`config.mk`:
```
export PLATFORM = sky130hd
export DESIGN_NAME = pll_reset_sequencer
export DESIGN_NICKNAME = d
export VERILOG_FILES = /design/src/rtl/pll_reset_sequencer.sv
export SDC_FILE = /design/constraint.sdc
export NUM_CORES = 1
export LEC_CHECK = 0
export CAP_MARGIN = 10
export CORE_AREA = 2 2 54 56
export DETAILED_ROUTE_END_ITERATION = 8
export DIE_AREA = 0 0 56 58
export PLACE_DENSITY = 0.93
export REMOVE_ABC_BUFFERS = 1
export SYNTH_ARGS = -nofsm -noshare
export SYNTH_HDL_FRONTEND = slang
export SYNTH_SLANG_ARGS = --single-unit
```
`constraint.sdc`:
```
create_clock -name clk -period 5.9 [get_ports clk]
set_input_delay 0.885 -clock clk [delete_from_list [all_inputs] [get_ports clk]]
set_output_delay 0.885 -clock clk [all_outputs]
set_load 0.005 [all_outputs]
```
`src/rtl/pll_reset_sequencer.sv`:
```
// PLL reset sequencer: holds the PLL in reset, releases it, waits for a stable
// lock with a timeout, and raises ready once lock has held long enough.
module pll_reset_sequencer #(
    parameter int HOLD_CYCLES   = 16,
    parameter int LOCK_TIMEOUT  = 12000,
    parameter int STABLE_CYCLES = 1200,
    parameter int CW            = 16
) (
    input  logic       clk,
    input  logic       reset,
    input  logic       pll_lock,
    output logic       pll_resetb,
    output logic       ready,
    output logic       timeout,
    output logic       lock_lost,
    output logic [7:0] retry_count,
    output logic [1:0] o_dbg_state
);

    typedef enum logic [1:0] {
        S_HOLD   = 2'd0,
        S_WAIT   = 2'd1,
        S_STABLE = 2'd2,
        S_RUN    = 2'd3
    } state_t;

    localparam logic [CW-1:0] CNT_ZERO    = '0;
    localparam logic [CW-1:0] CNT_ONE     = CW'(1);
    localparam logic [CW-1:0] HOLD_LAST   = CW'(HOLD_CYCLES - 1);
    localparam logic [CW-1:0] WAIT_LAST   = CW'(LOCK_TIMEOUT - 1);
    localparam logic [CW-1:0] STABLE_LAST = CW'(STABLE_CYCLES);

    state_t        r_state;
    state_t        w_state_nxt;
    logic [CW-1:0] r_cnt;
    logic [CW-1:0] w_cnt_nxt;
    logic          r_sync1;
    logic          r_sync2;
    logic          w_lock_s;
    logic          r_timeout;
    logic          w_timeout_nxt;
    logic          r_lock_lost;
    logic          w_lock_lost_nxt;
    logic [7:0]    r_retry;
    logic          w_retry_inc;

    // pll_lock is asynchronous; only the second synchronizer stage is used.
    always_ff @(posedge clk) begin
        if (reset) begin
            r_sync1 <= 1'b0;
            r_sync2 <= 1'b0;
        end else begin
            r_sync1 <= pll_lock;
            r_sync2 <= r_sync1;
        end
    end

    assign w_lock_s = r_sync2;

    always_comb begin
        w_state_nxt     = r_state;
        w_cnt_nxt       = r_cnt;
        w_timeout_nxt   = 1'b0;
        w_lock_lost_nxt = 1'b0;
        w_retry_inc     = 1'b0;
        case (r_state)
            S_HOLD: begin
                if (r_cnt == HOLD_LAST) begin
                    w_state_nxt = S_WAIT;
                    w_cnt_nxt   = CNT_ZERO;
                end else begin
                    w_cnt_nxt = r_cnt + CNT_ONE;
                end
            end
            S_WAIT: begin
                // Lock seen on the final timeout cycle still wins.
                if (w_lock_s) begin
                    w_state_nxt = S_STABLE;
                    w_cnt_nxt   = CNT_ONE;
                end else if (r_cnt == WAIT_LAST) begin
                    w_state_nxt   = S_HOLD;
                    w_cnt_nxt     = CNT_ZERO;
                    w_timeout_nxt = 1'b1;
                    w_retry_inc   = 1'b1;
                end else begin
                    w_cnt_nxt = r_cnt + CNT_ONE;
                end
            end
            S_STABLE: begin
                if (!w_lock_s) begin
                    w_state_nxt = S_WAIT;
                    w_cnt_nxt   = CNT_ZERO;
                end else if (r_cnt == STABLE_LAST) begin
                    w_state_nxt = S_RUN;
                    w_cnt_nxt   = CNT_ZERO;
                end else begin
                    w_cnt_nxt = r_cnt + CNT_ONE;
                end
            end
            S_RUN: begin
                if (!w_lock_s) begin
                    w_state_nxt     = S_HOLD;
                    w_cnt_nxt       = CNT_ZERO;
                    w_lock_lost_nxt = 1'b1;
                    w_retry_inc     = 1'b1;
                end
            end
            default: begin
                w_state_nxt = S_HOLD;
                w_cnt_nxt   = CNT_ZERO;
            end
        endcase
    end

    always_ff @(posedge clk) begin
        if (reset) begin
            r_state     <= S_HOLD;
            r_cnt       <= CNT_ZERO;
            r_timeout   <= 1'b0;
            r_lock_lost <= 1'b0;
            r_retry     <= 8'd0;
        end else begin
            r_state     <= w_state_nxt;
            r_cnt       <= w_cnt_nxt;
            r_timeout   <= w_timeout_nxt;
            r_lock_lost <= w_lock_lost_nxt;
            if (w_retry_inc && (r_retry != 8'hFF)) begin
                r_retry <= r_retry + 8'd1;
            end
        end
    end

    // All outputs come from registers or a decode of the registered state.
    assign pll_resetb  = (r_state != S_HOLD);
    assign ready       = (r_state == S_RUN);
    assign timeout     = r_timeout;
    assign lock_lost   = r_lock_lost;
    assign retry_count = r_retry;
    assign o_dbg_state = r_state;

endmodule

```
==> results.md <==
- Tcrit/Tclk final: between 40% and 50%
- Worst skew pair latency: about 330 ps
- Die outline height: just under 60 um
- Critical Path RT: 6080 ps
- Reg clk slew, reported paths: roughly 90 ps
- Final net count: 201
- Leakage: approximately 0.57 nW
- Setup Buffers After CTS: 0
- Vias in the first global route: about 1200
- CTS tree: built
- Unique masters post-synth: 42
- Post-synth EDFFs: 0
- Synth top area share: roughly two fifths
- Post-Synth Simple-Gate Area: 32.92%
- Ratio of cells with drive above 1 in the final layout: a little over 9%
- Post-CTS Resized: 0
- Cell accounting for the most synthesized area: dfxtp_1
- DRT Wirelength: just over 3000 um
- Worst Path Arrival: 2850 ps
- I/O Pins: 17
- Root Driver: clkbuf_4
- Final core occ: between 60% and 70%
- Commonest cells post-synth: dfxtp_1, nor2_1, nand2_1, xnor2_1, nand3_1
- First drt pass iteration count: 4
- Hold_buf cts: 0
- Slew margin rel.: roughly 42%
- Mapped Area: approximately 1500 um^2
- Setup violations, final: 0
- Grt ovf: 0
- Largest cells by area after synthesis: dfxtp_1, nor2_1, xnor2_1
- Max_cap viols: 0
- Cell row count: 19
- Period minus WS final: 2667 ps
- Run status: completed
- Storage cell area: 600.6 um^2
- Multiplexer share of the synthesized area: ~2.2%
- Most frequent cell after synthesis: dfxtp_1
- Seq/Total Area, Yosys: 39.80%
- Fillers: approximately 220
- Syn avg cell area: between 8 and 9 um^2
- Core ar.: 2663 um^2
- DR DRC count: 0
- Final instance area: 1733 um^2
- Avg WL per Cell: 13.57 um
- Area growth, synth to finish: 14.84%
- Post-synthesis compound-gate area fraction: a little under a tenth
- Gr usage total: approximately a fifth
- I/O Buffers: 16
- Starting density of the core: 56.67%
- PwrDens: approximately 210 nW/um^2
- Routability cong.: roughly 0.85
- Initial detailed-routing violation count: between 60 and 70
- Largest net degree at the start of global routing: 23
- Die area: around 3200 um^2
- First-pass GRT wire length: 5244 um
- DP HPWL: roughly 2200 um
- Achievable clock frequency: between 0.3 and 0.4 GHz
- Clock sinks: 30
- Worst-path fanout max: 13
- Initial antenna violation count: 0
- # H-tree levels: 2
- Critical path launch point type: flop
- CP endpoint kind: flop
- Post-synth top flop: dfxtp_1
- Vias: ~1300
- Adder-Cell Fraction of Synth Area: under 10%
- RSZ-0062 raised after global routing: no
- Area of the multi-input gates: between 800 and 900 um^2
- Total negative slack: 0 ps
- Final Skew: between 4 and 5 ps
- Fin. max-slew vios: 0
- Die W: ~56 um
- XOR/XNOR share of the synthesized area: under 10%
- Final Hold Vio Count: 0
- Max VDD drop: 0.0001796 V
- DRT antenna net count: 0
- ANT cells: 0
- Min-delay worst type: reg2reg
- Async set-reset flop share out of synthesis: 0%
- Vias per cell: roughly 5.8
- Worst Tran Pin Value: between 800 and 900 ps
- Seq cells post-synth: 30
- Largest family of logic cells by synthesized area: simple AND/OR/NAND/NOR gates
- Longest Clk Path Bufs: 2
- Area of placed instances: 1673 um^2
- Clock buffer count from CTS: 5
- CP Class: reg2reg
- Synthesized instance count: roughly 180
- Syn. warnings: 0
worst max-delay path, stage by stage, from the launching register on:
cell and delay (ps):
dfxtp_1 370, or4_1 570, nor4_1 490, o32ai_1 220, o21bai_1 740, nor2_1 130
layer usage:
layer  track usage, %  vias up  part of all wire (%)
met4            9.184        0                   1.7
li1                 -      656                     -
met3            6.027        8                   5.0
met5                0        -                     0
met1            24.37      613                    44
met2            35.13       40                    49
registers in the layout, indices dropped and copies added (netlist names):
signal,flops
lock_lost,1
r_cnt,16
r_sync2,1
timeout,1
o_dbg_state,2
r_sync1,1
retry_count,8
path summary, 6_finish.rpt:
path,from,to,slack [ps],cells after the start
max,r_cnt[6]$_SDFFE_PP0N_,r_cnt[14]$_SDFFE_PP0N_,3230,5
min,r_sync1$_SDFF_PP0_,r_sync2$_SDFF_PP0_,480,1
max reg2reg,r_cnt[6]$_SDFFE_PP0N_,r_cnt[14]$_SDFFE_PP0N_,3230,5
min reg2reg,r_sync1$_SDFF_PP0_,r_sync2$_SDFF_PP0_,480,1
kinds of logic after synthesis:
group | count (synthesis)
buffers and inverters | 15
AND/OR/NAND/NOR | 92
flip-flops | 30
adder cells (fa/ha/maj) | 3
XOR/XNOR | 16
multiplexers | 3
AO/OA/AOI/OAI | 20
cell type report:
type                       count  area share, %
clock inverter                 1         0.2888
timing repair buffer          16          9.242
tap                           31          2.238
clock buffer                   7          3.177
multi-input combinational    134          48.66
sequential                    30          34.66
inverter                       8          1.733
stage by stage:
step	hold slack [ps]	worst slack, ps	total power [W]	std cells
finish	476.3	3233	0.0003670	227
global placement	436.5	3307	0.0002456	219
floorplan	413.8	3674	0.0002348	172
global route	479.2	2970	0.0003856	227
CTS	471.9	3183	0.0003719	227
detailed placement	461.0	3208	0.0002465	219
cells in the final DEF (no fill, tap or decap), types with 7 or more instances in the layout:
cell type,instances
nand2_1,13
dfxtp_1,30
a21oi_1,7
nand3_1,9
inv_1,8
xnor2_1,12
nor2_1,29
clkdlybuf4s50_1,16
report_power, final:
part,switching (W),internal (W)
sequential,0.00000714,0.000206
combinational,0.0000144,0.0000139
clock,0.0000676,0.0000576
total,0.0000891,0.000278
Note: power is estimated with default switching activity, not from simulation.
